==> src/rtl/alu_operand_wb_stage_if.sv <==
// ============================================================================
// Module      : alu_operand_wb_stage_if
// Description : Decoder, ALU and debug signals of the operand/writeback stage.
// Revision    : 1.0 - initial release
// ============================================================================
`default_nettype none

interface alu_operand_wb_stage_if #(
  parameter int DATA_W = 16,
  parameter int ADDR_W = 4
);
  // decoder side
  logic              op_valid;
  logic              op_ready;
  logic [7:0]        op_code;
  logic [ADDR_W-1:0] rdest;
  logic [ADDR_W-1:0] rsrc;
  logic [7:0]        imm;
  // ALU side
  logic [DATA_W-1:0] alu_a;
  logic [DATA_W-1:0] alu_b;
  logic [7:0]        alu_opcode;
  logic [DATA_W-1:0] alu_c;
  logic              alu_carry;
  logic              alu_flag;
  logic              alu_low;
  logic              alu_negative;
  logic              alu_zero;
  // status and debug
  logic [4:0]        psr;
  logic              done;
  logic              illegal;
  logic [ADDR_W-1:0] dbg_addr;
  logic [DATA_W-1:0] dbg_data;

  modport master (
    output op_valid, op_code, rdest, rsrc, imm,
    output alu_c, alu_carry, alu_flag, alu_low, alu_negative, alu_zero,
    output dbg_addr,
    input  op_ready, alu_a, alu_b, alu_opcode, psr, done, illegal, dbg_data
  );

  modport slave (
    input  op_valid, op_code, rdest, rsrc, imm,
    input  alu_c, alu_carry, alu_flag, alu_low, alu_negative, alu_zero,
    input  dbg_addr,
    output op_ready, alu_a, alu_b, alu_opcode, psr, done, illegal, dbg_data
  );
endinterface

`default_nettype wire

==> src/rtl/alu_operand_wb_stage.sv <==
// ============================================================================
// Module      : alu_operand_wb_stage
// Description : Register file, operand build and writeback/PSR stage around a
//               combinational ALU. Optional macro REGFILE_R0_ZERO_EN makes R0
//               a hard-wired zero register.
// Revision    : 1.0 - initial release
// ============================================================================
`default_nettype none

module alu_operand_wb_stage #(
  parameter int DATA_W = 16,
  parameter int ADDR_W = 4
) (
  input wire clk,
  input wire reset,
  alu_operand_wb_stage_if.slave bus
);

  localparam int c_NREGS = 2 ** ADDR_W;

  localparam logic [7:0] c_OP_ADD    = 8'd0;
  localparam logic [7:0] c_OP_ADDU   = 8'd1;
  localparam logic [7:0] c_OP_ADDI   = 8'd2;
  localparam logic [7:0] c_OP_ADDUI  = 8'd3;
  localparam logic [7:0] c_OP_ADDC   = 8'd4;
  localparam logic [7:0] c_OP_ADDCU  = 8'd5;
  localparam logic [7:0] c_OP_ADDCUI = 8'd6;
  localparam logic [7:0] c_OP_ADDCI  = 8'd7;
  localparam logic [7:0] c_OP_SUB    = 8'd8;
  localparam logic [7:0] c_OP_SUBI   = 8'd9;
  localparam logic [7:0] c_OP_CMP    = 8'd10;
  localparam logic [7:0] c_OP_CMPU   = 8'd11;
  localparam logic [7:0] c_OP_CMPI   = 8'd12;
  localparam logic [7:0] c_OP_CMPUI  = 8'd13;
  localparam logic [7:0] c_OP_AND    = 8'd14;
  localparam logic [7:0] c_OP_OR     = 8'd15;
  localparam logic [7:0] c_OP_XOR    = 8'd16;
  localparam logic [7:0] c_OP_NOT    = 8'd17;
  localparam logic [7:0] c_OP_LSH    = 8'd18;
  localparam logic [7:0] c_OP_LSHI   = 8'd19;
  localparam logic [7:0] c_OP_RSH    = 8'd20;
  localparam logic [7:0] c_OP_RSHI   = 8'd21;
  localparam logic [7:0] c_OP_ALSH   = 8'd22;
  localparam logic [7:0] c_OP_ARSH   = 8'd23;
  localparam logic [7:0] c_OP_NOP    = 8'd24;

  // PSR layout {Zero,Negative,Low,Flag,Carry}
  localparam logic [4:0] c_PSR_C = 5'b00001;
  localparam logic [4:0] c_PSR_F = 5'b00010;
  localparam logic [4:0] c_PSR_L = 5'b00100;
  localparam logic [4:0] c_PSR_Z = 5'b10000;

`ifdef REGFILE_R0_ZERO_EN
  localparam bit c_R0_ZERO = 1'b1;
`else
  localparam bit c_R0_ZERO = 1'b0;
`endif

  typedef enum logic [1:0] {
    S_IDLE = 2'd0,
    S_EXEC = 2'd1,
    S_WB   = 2'd2
  } state_t;

  state_t            r_state;
  state_t            w_state_nxt;
  logic              w_op_ready;
  logic              w_accept;
  logic              w_capture;
  logic              w_retire;

  logic [DATA_W-1:0] r_regs [c_NREGS];
  logic [DATA_W-1:0] r_alu_a;
  logic [DATA_W-1:0] r_alu_b;
  logic [7:0]        r_alu_opcode;
  logic [ADDR_W-1:0] r_rdest;
  logic [DATA_W-1:0] r_c;
  logic [4:0]        r_flags;
  logic [4:0]        r_psr;
  logic              r_done;
  logic              r_illegal;

  logic [DATA_W-1:0] w_rd_a;
  logic [DATA_W-1:0] w_rd_b;
  logic [DATA_W-1:0] w_dbg;
  logic              w_wr_allow;
  logic [DATA_W-1:0] w_imm_sext;
  logic [DATA_W-1:0] w_imm_zext;
  logic [DATA_W-1:0] w_opb;
  logic              w_wr_class;
  logic [4:0]        w_psr_mask;
  logic              w_bad_op;

  // Register-file read ports and the write filter for the optional zero R0
  generate
    if (c_R0_ZERO) begin : g_r0_zero
      assign w_rd_a     = (bus.rdest == '0)    ? '0 : r_regs[bus.rdest];
      assign w_rd_b     = (bus.rsrc == '0)     ? '0 : r_regs[bus.rsrc];
      assign w_dbg      = (bus.dbg_addr == '0) ? '0 : r_regs[bus.dbg_addr];
      assign w_wr_allow = (r_rdest != '0);
    end else begin : g_r0_plain
      assign w_rd_a     = r_regs[bus.rdest];
      assign w_rd_b     = r_regs[bus.rsrc];
      assign w_dbg      = r_regs[bus.dbg_addr];
      assign w_wr_allow = 1'b1;
    end
  endgenerate

  assign w_imm_sext = {{(DATA_W-8){bus.imm[7]}}, bus.imm};
  assign w_imm_zext = {{(DATA_W-8){1'b0}}, bus.imm};

  always_comb begin
    w_opb = w_rd_b;
    case (bus.op_code)
      c_OP_ADDI, c_OP_SUBI, c_OP_CMPI:
        w_opb = w_imm_sext;
      c_OP_ADDUI, c_OP_ADDCUI, c_OP_CMPUI, c_OP_LSHI, c_OP_RSHI:
        w_opb = w_imm_zext;
      default:
        w_opb = w_rd_b;
    endcase
  end

  // Writeback class of the op in flight
  always_comb begin
    w_wr_class = 1'b0;
    w_psr_mask = 5'b00000;
    w_bad_op   = 1'b0;
    case (r_alu_opcode)
      c_OP_ADD, c_OP_ADDI, c_OP_SUB, c_OP_SUBI, c_OP_ADDC: begin
        w_wr_class = 1'b1;
        w_psr_mask = c_PSR_F | c_PSR_Z;
      end
      c_OP_ADDU, c_OP_ADDUI, c_OP_ADDCU, c_OP_ADDCUI: begin
        w_wr_class = 1'b1;
        w_psr_mask = c_PSR_C | c_PSR_Z;
      end
      c_OP_CMP, c_OP_CMPU, c_OP_CMPI, c_OP_CMPUI: begin
        w_psr_mask = c_PSR_L;
      end
      c_OP_AND, c_OP_OR, c_OP_XOR, c_OP_NOT, c_OP_LSH, c_OP_LSHI,
      c_OP_RSH, c_OP_RSHI, c_OP_ALSH, c_OP_ARSH: begin
        w_wr_class = 1'b1;
      end
      c_OP_NOP: begin
        w_wr_class = 1'b0;
      end
      c_OP_ADDCI: begin
        w_bad_op = 1'b1;
      end
      default: begin
        w_bad_op = 1'b1;
      end
    endcase
  end

  always_ff @(posedge clk) begin
    if (reset) begin
      r_state <= S_IDLE;
    end else begin
      r_state <= w_state_nxt;
    end
  end

  always_comb begin
    w_state_nxt = r_state;
    w_op_ready  = 1'b0;
    w_accept    = 1'b0;
    w_capture   = 1'b0;
    w_retire    = 1'b0;
    case (r_state)
      S_IDLE: begin
        w_op_ready = 1'b1;
        if (bus.op_valid) begin
          w_accept    = 1'b1;
          w_state_nxt = S_EXEC;
        end
      end
      S_EXEC: begin
        w_capture   = 1'b1;
        w_state_nxt = S_WB;
      end
      S_WB: begin
        w_retire    = 1'b1;
        w_state_nxt = S_IDLE;
      end
      default: begin
        w_state_nxt = S_IDLE;
      end
    endcase
  end

  always_ff @(posedge clk) begin
    if (reset) begin
      for (int i = 0; i < c_NREGS; i++) begin
        r_regs[i] <= '0;
      end
      r_alu_a      <= '0;
      r_alu_b      <= '0;
      r_alu_opcode <= c_OP_NOP;
      r_rdest      <= '0;
      r_c          <= '0;
      r_flags      <= '0;
      r_psr        <= '0;
      r_done       <= 1'b0;
      r_illegal    <= 1'b0;
    end else begin
      // done/illegal are high for exactly the WB cycle
      r_done    <= w_capture;
      r_illegal <= w_capture & w_bad_op;
      if (w_accept) begin
        r_alu_a      <= w_rd_a;
        r_alu_b      <= w_opb;
        r_alu_opcode <= bus.op_code;
        r_rdest      <= bus.rdest;
      end
      if (w_capture) begin
        r_c     <= bus.alu_c;
        r_flags <= {bus.alu_zero, bus.alu_negative, bus.alu_low,
                    bus.alu_flag, bus.alu_carry};
      end
      if (w_retire) begin
        if (w_wr_class && w_wr_allow) begin
          r_regs[r_rdest] <= r_c;
        end
        r_psr <= (r_psr & ~w_psr_mask) | (r_flags & w_psr_mask);
      end
    end
  end

  assign bus.op_ready   = w_op_ready;
  assign bus.alu_a      = r_alu_a;
  assign bus.alu_b      = r_alu_b;
  assign bus.alu_opcode = r_alu_opcode;
  assign bus.psr        = r_psr;
  assign bus.done       = r_done;
  assign bus.illegal    = r_illegal;
  assign bus.dbg_data   = w_dbg;

endmodule

`default_nettype wire

==> src/flat_wrapper.sv <==
// flat-port wrapper written by rule: the top's interface ports become plain ports
module alu_operand_wb_stage_flat 
#(
  parameter int DATA_W = 16,
  parameter int ADDR_W = 4
)
  (clk, reset, bus_op_valid, bus_op_code, bus_rdest, bus_rsrc, bus_imm, bus_alu_c, bus_alu_carry, bus_alu_flag, bus_alu_low, bus_alu_negative, bus_alu_zero, bus_dbg_addr, bus_op_ready, bus_alu_a, bus_alu_b, bus_alu_opcode, bus_psr, bus_done, bus_illegal, bus_dbg_data);
  alu_operand_wb_stage_if #(.DATA_W(DATA_W), .ADDR_W(ADDR_W)) bus_i ();
  input wire clk;
  input wire reset;
  input wire logic [$bits(bus_i.op_valid)-1:0] bus_op_valid;
  input wire logic [$bits(bus_i.op_code)-1:0] bus_op_code;
  input wire logic [$bits(bus_i.rdest)-1:0] bus_rdest;
  input wire logic [$bits(bus_i.rsrc)-1:0] bus_rsrc;
  input wire logic [$bits(bus_i.imm)-1:0] bus_imm;
  input wire logic [$bits(bus_i.alu_c)-1:0] bus_alu_c;
  input wire logic [$bits(bus_i.alu_carry)-1:0] bus_alu_carry;
  input wire logic [$bits(bus_i.alu_flag)-1:0] bus_alu_flag;
  input wire logic [$bits(bus_i.alu_low)-1:0] bus_alu_low;
  input wire logic [$bits(bus_i.alu_negative)-1:0] bus_alu_negative;
  input wire logic [$bits(bus_i.alu_zero)-1:0] bus_alu_zero;
  input wire logic [$bits(bus_i.dbg_addr)-1:0] bus_dbg_addr;
  output wire logic [$bits(bus_i.op_ready)-1:0] bus_op_ready;
  output wire logic [$bits(bus_i.alu_a)-1:0] bus_alu_a;
  output wire logic [$bits(bus_i.alu_b)-1:0] bus_alu_b;
  output wire logic [$bits(bus_i.alu_opcode)-1:0] bus_alu_opcode;
  output wire logic [$bits(bus_i.psr)-1:0] bus_psr;
  output wire logic [$bits(bus_i.done)-1:0] bus_done;
  output wire logic [$bits(bus_i.illegal)-1:0] bus_illegal;
  output wire logic [$bits(bus_i.dbg_data)-1:0] bus_dbg_data;
  assign bus_i.op_valid = bus_op_valid;
  assign bus_i.op_code = bus_op_code;
  assign bus_i.rdest = bus_rdest;
  assign bus_i.rsrc = bus_rsrc;
  assign bus_i.imm = bus_imm;
  assign bus_i.alu_c = bus_alu_c;
  assign bus_i.alu_carry = bus_alu_carry;
  assign bus_i.alu_flag = bus_alu_flag;
  assign bus_i.alu_low = bus_alu_low;
  assign bus_i.alu_negative = bus_alu_negative;
  assign bus_i.alu_zero = bus_alu_zero;
  assign bus_i.dbg_addr = bus_dbg_addr;
  assign bus_op_ready = bus_i.op_ready;
  assign bus_alu_a = bus_i.alu_a;
  assign bus_alu_b = bus_i.alu_b;
  assign bus_alu_opcode = bus_i.alu_opcode;
  assign bus_psr = bus_i.psr;
  assign bus_done = bus_i.done;
  assign bus_illegal = bus_i.illegal;
  assign bus_dbg_data = bus_i.dbg_data;
  alu_operand_wb_stage #(.DATA_W(DATA_W), .ADDR_W(ADDR_W)) u_core (.clk(clk), .reset(reset), .bus(bus_i));
endmodule
==> config.mk <==
export PLATFORM = sky130hd
export DESIGN_NAME = alu_operand_wb_stage_flat
export DESIGN_NICKNAME = d
export VERILOG_FILES = /design/src/rtl/alu_operand_wb_stage_if.sv /design/src/rtl/alu_operand_wb_stage.sv /design/src/flat_wrapper.sv
export SDC_FILE = /design/constraint.sdc
export NUM_CORES = 1
export LEC_CHECK = 0
export CELL_PAD_IN_SITES_DETAIL_PLACEMENT = 1
export CELL_PAD_IN_SITES_GLOBAL_PLACEMENT = 1
export CORE_UTILIZATION = 50
export CTS_CLUSTER_DIAMETER = 150
export DETAILED_ROUTE_END_ITERATION = 16
export PLACE_DENSITY = 0.9
export SLEW_MARGIN = 0
export SYNTH_ARGS = -nofsm -noshare
export SYNTH_HDL_FRONTEND = slang
export SYNTH_SLANG_ARGS = --single-unit
==> constraint.sdc <==
create_clock -name clk -period 4.8 [get_ports clk]
set_clock_uncertainty 0.2 [all_clocks]
set_input_delay 1.2 -clock clk [delete_from_list [all_inputs] [get_ports clk]]
set_output_delay 1.2 -clock clk [all_outputs]
set_load 0.01 [all_outputs]
==> impl_results.md, run 1 <==
* Clock transition at the registers of the reported paths at approximately 60 ps
* Die height at between 150 and 200 um
* Highest achievable clock rate at 0.214 GHz
* Remaining antenna violation count at 0
* Ordered cell list for the critical path: buf_4 > buf_12 > mux4_2 > mux4_2 > clkdlybuf4s50_1
* Total number of clock tree sinks at 328
* Hold crit path type: flop to flop
* Pre-Repair DR Iteration Count at 6
* Wire length of the first global-routing pass at ~110 mm
* Cell occurring most often along the worst timing path: sky130_fd_sc_hd__mux4_2
* Non-filler cells in the finished layout at 1956
* Synth top area share at 42.8%
* Remaining max-slew budget at the tightest pin at 8.57%
* Number of design-rule violations left by the first detailed-router iteration at 2322
* X dimension of the die at approximately 190 um
* Crit. End Element: primary output
* Fin nets at 1523
* Pwr/cell area at 345 nW/um^2
* Post-DR wirelength/cell at 37.2 um
* Final critical-path share of the clock period at 97.5%
* Type of origin of the critical path: primary input
* Outcome: finished clean
* All-Layer GR Usage at 40.2%
* TritonCTS clock tree: built
* Net switching share of the total power at 26.5%
* Remaining DRCs at 0
* Starting utilization of the core area at 50.6%
* Required time at the worst-slack endpoint at 3400 ps
* Post-route cell area at 20800 sq um
* Leakage power total at 6.96 nW
* Number of setup buffers added after CTS at 0
* Total Neg Setup Slack at 0 ps
* Reported max-cap violation count at 0
* Post-layout worst setup margin at roughly 120 ps
* Leading register cell type out of synthesis: sky130_fd_sc_hd__edfxtp_1
* Top library cells by usage in the layout, fill and taps aside: sky130_fd_sc_hd__nor2_1 (286), sky130_fd_sc_hd__edfxtp_1 (256), sky130_fd_sc_hd__mux4_2 (192)
* Placeable core region at 35500 sq um
* Proportion of register bits with asynchronous set or reset after synthesis at 0%
* Final hold violation count at 0
* Row cnt at 69
* Syn_area_per_cell at 12.9 sq um
* CTS Hold Bufs at 0
* Final weighted congestion of routability-driven global placement at 0.885
* Worst-case clock buffer depth at 3
* Share of the core filled with cells in the final layout at between 50% and 60%
* Clock share of power at slightly below 40%
* Share of final-layout standard cells stronger than drive strength 1 at 21.1%
* Final Routed Wirelength at just over 70 mm
* Unrepaired setup endpoints after global routing: no
* Placed insts at around 1.9k
* Placed Area at approximately 20000 sq um
* Number of setup violations in the final report at 0
* Part of the power in registers at 45.8%
* Clock buffers created by TritonCTS at 36
* Yosys synthesis warning count at 0
* Vias at 14.7k
* Net count after synthesis at between 1k and 1.5k
* Arrival time at the worst endpoint at 3280 ps
* Grt total ovfl at 0
* Top area cells in the synthesized netlist: sky130_fd_sc_hd__edfxtp_1 (43%), sky130_fd_sc_hd__mux4_2 (24%), sky130_fd_sc_hd__dfxtp_1 (8.0%)
* Worst Tran Pin Value at 1370 ps
* Minimum setup slack after placement at 139 ps
* Max H-tree Level at 2
* Vias in the first global route at 15.5k
* Synthesized instance count at 1395
* Largest driver fanout on the critical path at 24
* Worst voltage drop across the vdd grid at about 0.26 mV
* Post-layout min period at between 4000 and 5000 ps
* Library cells used by synthesis at 46
* Resized Gates After CTS at 0
* Critical-path cell with the highest stage delay: sky130_fd_sc_hd__mux4_2
* Comb power frac at between 10% and 20%
* Leading cell type in the layout, fill and taps excluded: sky130_fd_sc_hd__nor2_1
* Largest net degree at the start of global routing at 66
* Area of the die at 36700 sq um
* Avg Vias per Cell at about 7.5
* Max Slew Vio Count at 0
* Switching component of the power at around 1.9 mW
* Port Buffers at 113
* Clock insertion delay at the later pin of the skew report at 550 ps
* Post-synthesis sequential area ratio at 50.8%
* Ports at 116
* Post-layout power at slightly above 7 mW
* Cell type contributing the most total cell area after synthesis: sky130_fd_sc_hd__edfxtp_1
* Crit path largest cell delay at around 600 ps
* Worst slack on hold paths at between 200 and 300 ps
* Count of state elements after synthesis at ~330
* Antenna diode count at 0
* Register-to-register path setup slack at 1090 ps
* Initial antenna violation count at 1
* Root Buffer Master: sky130_fd_sc_hd__clkbuf_16
* Count of flip-flops with a built-in enable after synthesis at 256
* WS Path Type: primary input to primary output
* Area growth from synthesis to layout at 15.5%
* Combined area of all synthesized cells at 18000 sq um
* Post-detailed-placement half-perimeter wirelength at between 40 and 50 mm
* Cell-internal power at between 5 and 6 mW
## Yosys cell counts (2+ instances only)
library cell / count
sky130_fd_sc_hd__buf_6: 4
sky130_fd_sc_hd__and3_1: 9
sky130_fd_sc_hd__mux4_2: 192
sky130_fd_sc_hd__o21ai_1: 2
sky130_fd_sc_hd__a21oi_1: 73
sky130_fd_sc_hd__and2_1: 6
sky130_fd_sc_hd__o21ai_0: 17
sky130_fd_sc_hd__nor2_1: 286
sky130_fd_sc_hd__mux4_1: 9
sky130_fd_sc_hd__a211oi_2: 3
sky130_fd_sc_hd__o211a_1: 7
sky130_fd_sc_hd__a221o_1: 8
sky130_fd_sc_hd__or3_1: 2
sky130_fd_sc_hd__nand2_1: 150
sky130_fd_sc_hd__nand3_1: 3
sky130_fd_sc_hd__nor2b_1: 33
sky130_fd_sc_hd__inv_1: 5
sky130_fd_sc_hd__edfxtp_1: 256
sky130_fd_sc_hd__buf_1: 9
sky130_fd_sc_hd__a22oi_1: 33
sky130_fd_sc_hd__nand4_1: 8
sky130_fd_sc_hd__buf_4: 4
sky130_fd_sc_hd__buf_2: 55
sky130_fd_sc_hd__nand2b_1: 12
sky130_fd_sc_hd__a31oi_1: 2
sky130_fd_sc_hd__mux2i_1: 32
sky130_fd_sc_hd__dfxtp_1: 72
sky130_fd_sc_hd__xor2_1: 2
sky130_fd_sc_hd__nor3_1: 15
sky130_fd_sc_hd__a211oi_1: 7
sky130_fd_sc_hd__clkbuf_1: 52
sky130_fd_sc_hd__a21o_1: 13
## worst paths after layout
path                                                      endpoint  cells past startpoint                                  start
worst min-delay path                   u_core.r_c[11]$_SDFFE_PP0P_                      2            u_core.r_c[11]$_SDFFE_PP0P_
worst max-delay path                               bus_dbg_data[7]                      5                        bus_dbg_addr[0]
worst max register to register  u_core.r_regs[14][2]$_SDFFCE_PN0P_                      6  u_core.bus.alu_opcode[3]$_SDFFE_PP1P_
worst min register to register         u_core.r_c[11]$_SDFFE_PP0P_                      2            u_core.r_c[11]$_SDFFE_PP0P_
## layer usage
| layer | vias to the layer above | track usage [%] | part of all wire, % |
|---|---|---|---|
| li1 | 5468 | - | - |
| met1 | 7331 | 45.6 | 31 |
| met2 | 1430 | 63.4 | 47 |
| met3 | 440 | 12.5 | 13 |
| met4 | 2 | 31.7 | 9.0 |
| met5 | - | 0 | 0.017 |
## worst max-delay path, delay by kind of cell
family / cells / cell delay [ps]
muxes: 2 / 1110
buffers and inverters: 3 / 950
## layout make-up
class	count	area (sq um)
inverter	5	18.8
sequential	328	9130
fill	3382	14700
tap	461	577
clock buffer	42	996
clock inverter	20	171
timing repair buffer	163	1610
multi-input combinational	937	8250
## power by group through the flow
stage	Combinational [mW]	Clock [mW]	Sequential [mW]
3_3_place_gp	0.936	0	3.30
6_report	1.04	2.84	3.28
4_1_cts	1.01	2.83	3.27
3_5_place_dp	0.979	0	3.32
2_1_floorplan	0.562	0	3.29
5_1_grt	1.06	2.90	3.28
## registers in the layout, summed over array words and instances (netlist names), named ones only
signal                 flops
u_core.bus.done            1
u_core.bus.alu_a          16
u_core.r_state             2
u_core.bus.alu_opcode      8
u_core.r_regs            256
u_core.r_flags             4
u_core.bus.illegal         1
u_core.r_rdest             4
u_core.bus.alu_b          16
u_core.r_c                16
## logic make-up (layout without fill, tap and decap cells)
kind of cell           after synthesis  count (layout)  share of synthesized area (%)
flip-flops                         328             328                           50.8
AO/OA/AOI/OAI                      169             169                           6.08
XOR/XNOR                             2               2                         0.0975
buffers and inverters              130             230                           3.44
AND/OR/NAND/NOR                    531             531                           12.3
other                                1               1                         0.0209
multiplexers                       234             234                           27.2
Note: power is estimated with default switching activity, not from simulation.
==> run 2: changes to the inputs <==
--- a/config.mk
+++ b/config.mk
@@ -8,7 +8,7 @@
 export CELL_PAD_IN_SITES_DETAIL_PLACEMENT = 1
 export CELL_PAD_IN_SITES_GLOBAL_PLACEMENT = 1
 export CORE_UTILIZATION = 50
-export CTS_CLUSTER_DIAMETER = 150
+export CTS_CLUSTER_DIAMETER = 200
 export DETAILED_ROUTE_END_ITERATION = 16
 export PLACE_DENSITY = 0.9
 export SLEW_MARGIN = 0
==> results of run 2 <==
No change in the layout: final DEF, timing and power equal those of run 1.
